$ cat src/rtl/uart_pkg.sv
// Shared types and helpers for the UART receive path.
package uart_pkg;

  typedef enum logic [2:0] {
    ST_IDLE,
    ST_START,
    ST_DATA,
    ST_PARITY,
    ST_STOP,
    ST_BREAK
  } rx_state_t;

  localparam int unsigned PARITY_NONE = 0;
  localparam int unsigned PARITY_EVEN = 1;
  localparam int unsigned PARITY_ODD  = 2;

  // clk cycles per oversample tick; clamped so a too-fast baud still ticks every cycle
  function automatic int unsigned calc_div(input int unsigned clock_freq,
                                           input int unsigned baud_rate,
                                           input int unsigned oversample);
    int unsigned d;
    d = clock_freq / (baud_rate * oversample);
    return (d == 0) ? 1 : d;
  endfunction

endpackage

$ cat src/rtl/uart_rx_fifo.sv
// First-word-fall-through receive FIFO; head entry is visible with no read latency.
module uart_rx_fifo #(
  parameter int unsigned WIDTH = 10,
  parameter int unsigned DEPTH = 8
) (
  input  logic                     clk,
  input  logic                     rst,
  input  logic                     push,
  input  logic [WIDTH-1:0]         wdata,
  input  logic                     pop,
  output logic [WIDTH-1:0]         rdata,
  output logic                     valid,
  output logic                     full,
  output logic [$clog2(DEPTH):0]   count
);

  localparam int unsigned AW = $clog2(DEPTH);
  localparam int unsigned CW = AW + 1;

  logic [WIDTH-1:0] mem [DEPTH];
  logic [AW-1:0]    wr_ptr;
  logic [AW-1:0]    rd_ptr;
  logic             do_push;
  logic             do_pop;

  // a pop frees the slot a same-cycle push needs when full
  assign do_pop  = pop && (count != '0);
  assign do_push = push && (!full || do_pop);

  always_ff @(posedge clk or negedge rst) begin
    if (!rst) begin
      wr_ptr <= '0;
      rd_ptr <= '0;
      count  <= '0;
      for (int i = 0; i < DEPTH; i++) mem[i] <= '0;
    end else begin
      if (do_push) begin
        mem[wr_ptr] <= wdata;
        wr_ptr      <= wr_ptr + AW'(1);
      end
      if (do_pop) rd_ptr <= rd_ptr + AW'(1);
      count <= count + CW'(do_push) - CW'(do_pop);
    end
  end

  assign rdata = mem[rd_ptr];
  assign valid = (count != '0);
  assign full  = (count == CW'(DEPTH));

endmodule

$ cat src/rtl/uart_rx_core.sv
// Oversampling UART receiver with majority voting, parity/frame/break detection
// and a receive FIFO carrying per-word error flags.
module uart_rx_core import uart_pkg::*; #(
  parameter int unsigned DATA_BITS   = 8,
  parameter int unsigned CLOCK_FREQ  = 50000000,
  parameter int unsigned BAUD_RATE   = 9600,
  parameter int unsigned OVERSAMPLE  = 16,
  parameter int unsigned PARITY_MODE = 0,
  parameter int unsigned STOP_BITS   = 1,
  parameter int unsigned MSB_FIRST   = 0,
  parameter int unsigned FIFO_DEPTH  = 8
) (
  input  logic                          clk,
  input  logic                          rst,
  input  logic                          rx,
  input  logic                          rx_ready,
  input  logic                          err_clr,
  output logic [DATA_BITS-1:0]          rx_data,
  output logic                          rx_valid,
  output logic                          parity_err,
  output logic                          frame_err,
  output logic                          overrun_err,
  output logic                          break_det,
  output logic [$clog2(FIFO_DEPTH):0]   fifo_count
);

  localparam int unsigned DIV = calc_div(CLOCK_FREQ, BAUD_RATE, OVERSAMPLE);
  localparam int unsigned DCW = (DIV > 1) ? $clog2(DIV) : 1;
  localparam int unsigned SCW = $clog2(OVERSAMPLE);
  localparam int unsigned BCW = $clog2(DATA_BITS);
  localparam int unsigned WW  = DATA_BITS + 2;
  localparam int unsigned MID = OVERSAMPLE / 2;

  rx_state_t            state;
  rx_state_t            next_state;
  logic                 rx_s1;
  logic                 rx_s2;
  logic                 rx_prev;
  logic [DCW-1:0]       div_cnt;
  logic [SCW-1:0]       samp_cnt;
  logic [1:0]           ones;
  logic [BCW-1:0]       bit_idx;
  logic                 stop_idx;
  logic [DATA_BITS-1:0] shreg;
  logic                 par_bit;
  logic                 ferr_acc;
  logic                 tick;
  logic                 bit_end;
  logic                 in_window;
  logic                 last_sample;
  logic                 maj;
  logic                 last_stop;
  logic                 brk_cond;
  logic                 push;
  logic                 brk_hit;
  logic                 word_perr;
  logic                 word_ferr;
  logic                 fifo_full;
  logic                 pop;
  logic [WW-1:0]        head;

  // two-flop synchroniser plus one history flop for edge detection
  always_ff @(posedge clk or negedge rst) begin
    if (!rst) begin
      rx_s1   <= 1'b1;
      rx_s2   <= 1'b1;
      rx_prev <= 1'b1;
    end else begin
      rx_s1   <= rx;
      rx_s2   <= rx_s1;
      rx_prev <= rx_s2;
    end
  end

  assign tick        = (state != ST_IDLE) && (div_cnt == DCW'(DIV - 1));
  assign bit_end     = tick && (samp_cnt == SCW'(OVERSAMPLE - 1));
  assign in_window   = tick && (samp_cnt >= SCW'(MID - 1)) && (samp_cnt <= SCW'(MID + 1));
  assign last_sample = tick && (samp_cnt == SCW'(MID + 1));
  // ones holds the first two votes; the third is the live sample
  assign maj         = (ones + 2'(rx_s2)) >= 2'd2;
  assign last_stop   = (stop_idx == 1'(STOP_BITS - 1));
  assign brk_cond    = !stop_idx && !maj && (shreg == '0) &&
                       ((PARITY_MODE == PARITY_NONE) || !par_bit);
  assign word_ferr   = ferr_acc || !maj;
  assign word_perr   = (PARITY_MODE != PARITY_NONE) &&
                       (((^shreg) ^ par_bit) != (PARITY_MODE == PARITY_ODD));

  always_ff @(posedge clk or negedge rst) begin
    if (!rst) state <= ST_IDLE;
    else      state <= next_state;
  end

  always_comb begin
    next_state = state;
    unique case (state)
      ST_IDLE:   if (rx_prev && !rx_s2) next_state = ST_START;
      ST_START: begin
        if (last_sample && maj) next_state = ST_IDLE;
        else if (bit_end)       next_state = ST_DATA;
      end
      ST_DATA: begin
        if (bit_end && (bit_idx == BCW'(DATA_BITS - 1)))
          next_state = (PARITY_MODE != PARITY_NONE) ? ST_PARITY : ST_STOP;
      end
      ST_PARITY: if (bit_end) next_state = ST_STOP;
      ST_STOP: begin
        if (last_sample) begin
          if (brk_cond)       next_state = ST_BREAK;
          else if (last_stop) next_state = ST_IDLE;
        end
      end
      ST_BREAK:  if (rx_s2) next_state = ST_IDLE;
      default:   next_state = ST_IDLE;
    endcase
  end

  // word leaves at the mid-sample of the final stop bit
  always_comb begin
    push    = 1'b0;
    brk_hit = 1'b0;
    if ((state == ST_STOP) && last_sample) begin
      if (brk_cond)       brk_hit = 1'b1;
      else if (last_stop) push    = 1'b1;
    end
  end

  always_ff @(posedge clk or negedge rst) begin
    if (!rst) begin
      div_cnt   <= '0;
      samp_cnt  <= '0;
      ones      <= '0;
      bit_idx   <= '0;
      stop_idx  <= 1'b0;
      shreg     <= '0;
      par_bit   <= 1'b0;
      ferr_acc  <= 1'b0;
      break_det <= 1'b0;
    end else begin
      if (state == ST_IDLE) begin
        div_cnt  <= '0;
        samp_cnt <= '0;
        ones     <= '0;
        bit_idx  <= '0;
        stop_idx <= 1'b0;
        ferr_acc <= 1'b0;
      end else begin
        div_cnt <= tick ? '0 : div_cnt + DCW'(1);
        if (bit_end) begin
          samp_cnt <= '0;
          ones     <= '0;
        end else if (tick) begin
          samp_cnt <= samp_cnt + SCW'(1);
          if (in_window) ones <= ones + 2'(rx_s2);
        end
        if ((state == ST_DATA) && last_sample) begin
          if (MSB_FIRST != 0) shreg <= {shreg[DATA_BITS-2:0], maj};
          else                shreg <= {maj, shreg[DATA_BITS-1:1]};
        end
        if ((state == ST_DATA) && bit_end)          bit_idx  <= bit_idx + BCW'(1);
        if ((state == ST_PARITY) && last_sample)    par_bit  <= maj;
        if ((state == ST_STOP) && last_sample && !maj) ferr_acc <= 1'b1;
        if ((state == ST_STOP) && bit_end)          stop_idx <= 1'b1;
      end
      break_det <= brk_hit;
    end
  end

  assign pop = rx_valid && rx_ready;

  // set beats clear so a drop coinciding with err_clr is not lost
  always_ff @(posedge clk or negedge rst) begin
    if (!rst)                               overrun_err <= 1'b0;
    else if (push && fifo_full && !pop)     overrun_err <= 1'b1;
    else if (err_clr)                       overrun_err <= 1'b0;
  end

  uart_rx_fifo #(
    .WIDTH (WW),
    .DEPTH (FIFO_DEPTH)
  ) u_fifo (
    .clk   (clk),
    .rst   (rst),
    .push  (push),
    .wdata ({word_ferr, word_perr, shreg}),
    .pop   (pop),
    .rdata (head),
    .valid (rx_valid),
    .full  (fifo_full),
    .count (fifo_count)
  );

  assign rx_data    = head[DATA_BITS-1:0];
  assign parity_err = head[DATA_BITS];
  assign frame_err  = head[DATA_BITS+1];

endmodule

$ cat config.mk
export PLATFORM = sky130hd
export DESIGN_NAME = uart_rx_core
export DESIGN_NICKNAME = d
export VERILOG_FILES = /design/src/rtl/uart_pkg.sv /design/src/rtl/uart_rx_fifo.sv /design/src/rtl/uart_rx_core.sv
export SDC_FILE = /design/constraint.sdc
export NUM_CORES = 1
export LEC_CHECK = 0
export BUFFER_PORTS_ARGS = -buffer_cell sky130_fd_sc_hd__buf_2
export CORE_ASPECT_RATIO = 0.6
export CORE_MARGIN = 2
export CORE_UTILIZATION = 60
export CTS_BUF_LIST = sky130_fd_sc_hd__clkbuf_4
export CTS_CLUSTER_DIAMETER = 100
export CTS_CLUSTER_SIZE = 28
export DETAILED_ROUTE_END_ITERATION = 6
export PLACE_DENSITY = 0.78
export SYNTH_ARGS = -nofsm -noshare
export SYNTH_HDL_FRONTEND = slang
export SYNTH_SLANG_ARGS = --single-unit
export TNS_END_PERCENT = 20
$ cat constraint.sdc
create_clock -name clk -period 4.5 [get_ports clk]
set_input_delay 0.9 -clock clk [delete_from_list [all_inputs] [get_ports clk]]
set_output_delay 0.9 -clock clk [all_outputs]
set_load 0.05 [all_outputs]
After elaboration in Yosys (flattened, before gate mapping)
Index checks and enable logic that the tools add are counted.
{ "classes": {"add_sub_neg": 8, "order_cmp": 6, "n_eq_ne": 17, "mux": 38, "bitwise": 3, "reduce_logical": 41} }
{ "op_table": {"columns": ["operator", "n"], "rows": [
  ["$bwmux W80", 1],
  ["$mux W3", 11],
  ["$bmux W10 S3", 1],
  ["$demux W10 S3", 1],
  ["$mux W10", 3],
  ["$logic_and A1 B1 Y1", 21],
  ["$mux W9", 2],
  ["$pmux W3 S6", 1],
  ["$eq A4 B4 Y1 const B", 3],
  ["$mux W4", 3],
  ["$mux W1", 11],
  ["$ne A2 B2 Y1 const B", 5],
  ["$add A3 B1 Y3 const B", 3],
  ["$add A9 B1 Y9 const B", 1],
  ["$eq A3 B3 Y1 const B", 3],
  ["$eq A9 B9 Y1 const B", 1],
  ["$reduce_bool A3 Y1", 3],
  ["$ge A4 B4 Y1 const B", 2],
  ["$logic_not A8 Y1", 1],
  ["$mux W2", 4],
  ["$not A3 Y4", 2],
  ["$reduce_bool A2 Y1", 4],
  ["$reduce_and A7 Y1", 1],
  ["$eq A3 B2 Y1 const B", 2],
  ["16 further kinds", 23]
]} }
{ "word_totals": {"register_bits": 126, "inputBits": 5} }

Longest topological paths before layout
{ "depth": {"word_depth": 10, "ltp_mapped": 11, "ltp_nobuf": 11} }

Modules after synthesis
A second synthesis with hierarchy kept.
{ "unflattened": {"cells_unflattened": 445, "area_unflattened_um2": 6143.4} }
{ "modules_own_cells": {"columns": ["module", "n_inst", "cells_each", "area_per_inst_um2", "seq_area_each_um2"], "rows": [
  ["uart_rx_fifo", 1, 258, 4209.0, 2252.2],
  ["uart_rx_core", 1, 187, 1934.4, 904.6]
]} }

Least setup slack after synthesis
Ideal clock, no wire load.
{ "synth_path": {"path_kind": "reg-to-output", "start": "register u_fifo.rd_ptr[0]", "end": "output frame_err", "t_arrival_ns": 2.351, "t_required_ns": 3.600, "path_slack_ns": 1.249, "path_stages_with_launch": 5, "path_cell_list": "dfrtp_1 > clkbuf_1 > buf_1 > mux4_2 > mux2_2"} }
{ "synth_via": {"elab_chain_cells": 4} }
{ "synth_lines": {"columns": ["item", "line_no", "source"], "rows": [
  ["start, declared", "uart_rx_fifo.sv:22", "logic [AW-1:0] rd_ptr;"],
  ["start signal, assigned", "uart_rx_fifo.sv:41", "if (do_pop) rd_ptr <= rd_ptr + AW'(1);"],
  ["$not A3 Y4 (implied by the code)", "uart_rx_fifo.sv:46", "assign rdata = mem[rd_ptr];"],
  ["$bmux W10 S3", "uart_rx_fifo.sv:46", null],
  ["$mux W10 (implied by the code) (2 in series)", "uart_rx_fifo.sv:46", null],
  ["end, declared", "uart_rx_core.sv:21", "output logic frame_err,"]
]} }
No other way between the ends. The select of a mux whose other input is x is not followed.

Final worst setup path
{ "layout_path": {"start": "register u_fifo.rd_ptr[0]", "end": "output rx_data[7]"} }
{ "layout_via": {"elab_chain_cells": 4} }
{ "layout_lines": {"columns": ["item", "line_no", "source"], "rows": [
  ["$not A3 Y4 (implied by the code)", "uart_rx_fifo.sv:46", null],
  ["$bmux W10 S3", "uart_rx_fifo.sv:46", null],
  ["$mux W10 (implied by the code) (2 in series)", "uart_rx_fifo.sv:46", null],
  ["end, declared", "uart_rx_core.sv:18", "output logic [DATA_BITS-1:0] rx_data,"]
]} }
No other way between the ends. The select of a mux whose other input is x is not followed.

==> flow_metrics.tcl <==
set metrics [dict create \
    cp_slowest_stage_delay_ps 750 \
    finalSetupTns_ps 0 \
    drt_iter0_markers 257 \
    crit_buf_inv 2 \
    clk_latency_ps 520 \
    grt_use_met1_pct 37.0 \
    cp_cell_sequence "buf_4 -> mux4_2 -> mux2_2 -> buf_2" \
    cts_tree "built" \
    worst_ep_required_time_ps 3600 \
    grt_max_degree 70 \
    n_antenna_cell 0 \
    die_h_microns 79.5 \
    design.portCount 22 \
    max_freq_mhz 283 \
    cts_root_buf "clkbuf_4" \
    period_minus_slack_ps 3540 \
    syn_area_sq_um 5700 \
    synth_area_leaders "dfrtp_1 (50%), mux2_2 (16%), mux4_2 (7.1%), ha_1 (3.5%), mux2_4 (2.4%)" \
    multi_input_area_sq_um 2570 \
    routabilityCongestion 0.859 \
    cp-end-kind "output pin" \
    worstSetupPathType "reg2out" \
    synth_top_cell_area_share_pct 50.4 \
    worst_pin_slew_ps 979 \
    ys_seq_area_share_pct 51.8 \
    grt-ovfl-total 0 \
    vias_per_cell 5.93 \
    use_met3_pct 7.17 \
    status "completed" \
    cts_buffers 17 \
    setup_ws_ps 960 \
    netlist.top_cell.by_area "dfrtp_1" \
    start_kind "register" \
    rsz0062_at_grt "no" \
    max_cap_viol_count 0 \
    slowest_stage "dfrtp_1" \
    cts_htree_levels 4 \
    fin_nets 463 \
    grt_usage_pct 24.2 \
    drive_above_1_share_pct 38.3 \
    grt_pass1_vias 3446 \
    vias 3463 \
    dp_hpwl_microns 7790 \
    totalWireLength_microns 11300 \
    drtAntennaViolNets 0 \
    numPortBuffers 20 \
    core_area_sq_um 9190 \
    seq_area_sq_um 2960 \
    p_leak_nw 3.01 \
    post-cts-setup-buffers 0 \
    worstRegToRegCells 6 \
    cp_max_fo 10 \
    cts.repair.resized 0 \
    finalClockSkew_ps 12.9 \
    dieArea_sq_um 10300 \
    clockBufferDepth 2 \
    cp_top_family "multiplexers" \
    syn_area_per_cell_sq_um 13.5 \
    drtPass1Iterations 7 \
    postCtsHoldBufs 0 \
    pre_cts_ws_ps 1190 \
    start_util_pct 62.1 \
    finalHoldViolations 0 \
    yosys_warnings 0 \
    timing.slew.headroom_pct 34.7 \
    std_cell_rows 27 \
    drc 0 \
    path_clk_slew_ps 100 \
    synth_cell_types 53 \
    synth-seq-cells 118 \
    ys_async_sr_fraction_pct 100 \
    setup_viol 0 \
    hold_depth 0 \
    grt.busiest_layer "met1" \
    hold_class "reg2reg" \
    layout_commonest_cell "dfrtp_1" \
    grt_pass1_wl_microns 18500 \
    cp.depth 4 \
    antenna_found_initial 0 \
    peakVddDrop_v 0.000309 \
    arrival_ps 2640 \
    syn_nets 443 \
    clock-sinks 118 \
    layout_common_cells "dfrtp_1 (115), mux2_2 (80), nand2_1 (20), clkbuf_4 (19), buf_2 (19)" \
    post-route-period-util_pct 78.7 \
    fillCellCount 665 \
    wl_per_cell_microns 19.3 \
    die_w_microns 130 \
    slew_violations 0 \
    synth_edf_count 0 \
    use_met2_pct 33.4 \
    synth_flop_cell "dfrtp_1" \
    layout-area-overhead-vs-synth_pct 8.66 \
    synth_cells 421 \
    power_density_nw_per_um2 423 \
]
stage by stage:
stage	std cells	total power, W	hold slack, ps	cell area [sq um]	utilization [%]
2_1_floorplan	421	0.00167	345	5700	-
3_3_place_gp	552	0.00180	346	5890	64.1
3_5_place_dp	552	0.00183	347	5890	64.1
4_1_cts	584	0.00265	362	6200	67.5
5_1_grt	584	0.00276	366	6200	67.5
6_report	584	0.00262	361	6200	67.5
final timing paths:
kind                             startpoint              end  slack, ps
max in group asynchronous               rst  u_fifo.count[2]       3110
min in group asynchronous               rst       bit_idx[1]        490
setup reg to reg                      rx_s2   u_fifo.mem[31]       1300
hold reg to reg                       rx_s1            rx_s2        360
setup / recovery           u_fifo.rd_ptr[0]       rx_data[7]        960
hold / removal                        rx_s1            rx_s2        360
cell usage after synthesis (7+ instances only):
| library cell | n |
|---|---|
| mux4_2 | 18 |
| mux2_2 | 80 |
| dfrtp_1 | 115 |
| inv_1 | 18 |
| a21oi_1 | 7 |
| mux2_4 | 9 |
| o21ai_0 | 13 |
| xnor2_1 | 9 |
| nor2_1 | 17 |
| nor3_1 | 7 |
| ha_1 | 16 |
| nand2_1 | 20 |
| clkbuf_1 | 18 |
sequential cells by signal, indices dropped and copies added, names as in the netlist, 3 cells and up:
name,cells
u_fifo.mem,72
div_cnt,9
shreg,8
samp_cnt,4
u_fifo.count,4
bit_idx,3
state,3
u_fifo.rd_ptr,3
u_fifo.wr_ptr,3
area by class of cell:
cell class / instances / share of cell area, %
Sequential cell: 118 / 47.7
Inverter: 18 / 1.09
Clock buffer: 19 / 2.30
Tap cell: 130 / 2.62
Timing Repair Buffer: 24 / 2.14
Clock inverter: 13 / 2.60
Multi-Input combinational cell: 262 / 41.5
routing by layer:
layer | up-vias | share of wire (%)
met3 | 15 | 6.0
met1 | 1778 | 49
met5 | - | 0
li1 | 1559 | -
met4 | 0 | 1.2
met2 | 111 | 43
worst reg2reg max path: stages (launching register included):
cell	delay (ps)
dfstp_2	580
ha_1	220
xnor2_1	190
and4_1	290
or4_1	670
nor4b_4	720
mux2_2	420
kinds of logic after synthesis:
family / count (synthesis) / share of synthesized area, %
XOR/XNOR: 15 / 2.30
buffers and inverters: 41 / 3.03
adder cells (fa/ha/maj): 17 / 3.86
AND/OR/NAND/NOR: 87 / 9.74
multiplexers: 108 / 25.4
flip-flops: 118 / 51.8
AO/OA/AOI/OAI: 34 / 3.73
other: 1 / 0.0657
power by group:
part	internal [W]	switching [W]
logic	0.000238	0.000285
registers	0.00113	0.000149
clock network	0.000441	0.000384
total	0.00181	0.000818
Power figures use the tool's default switching activity.
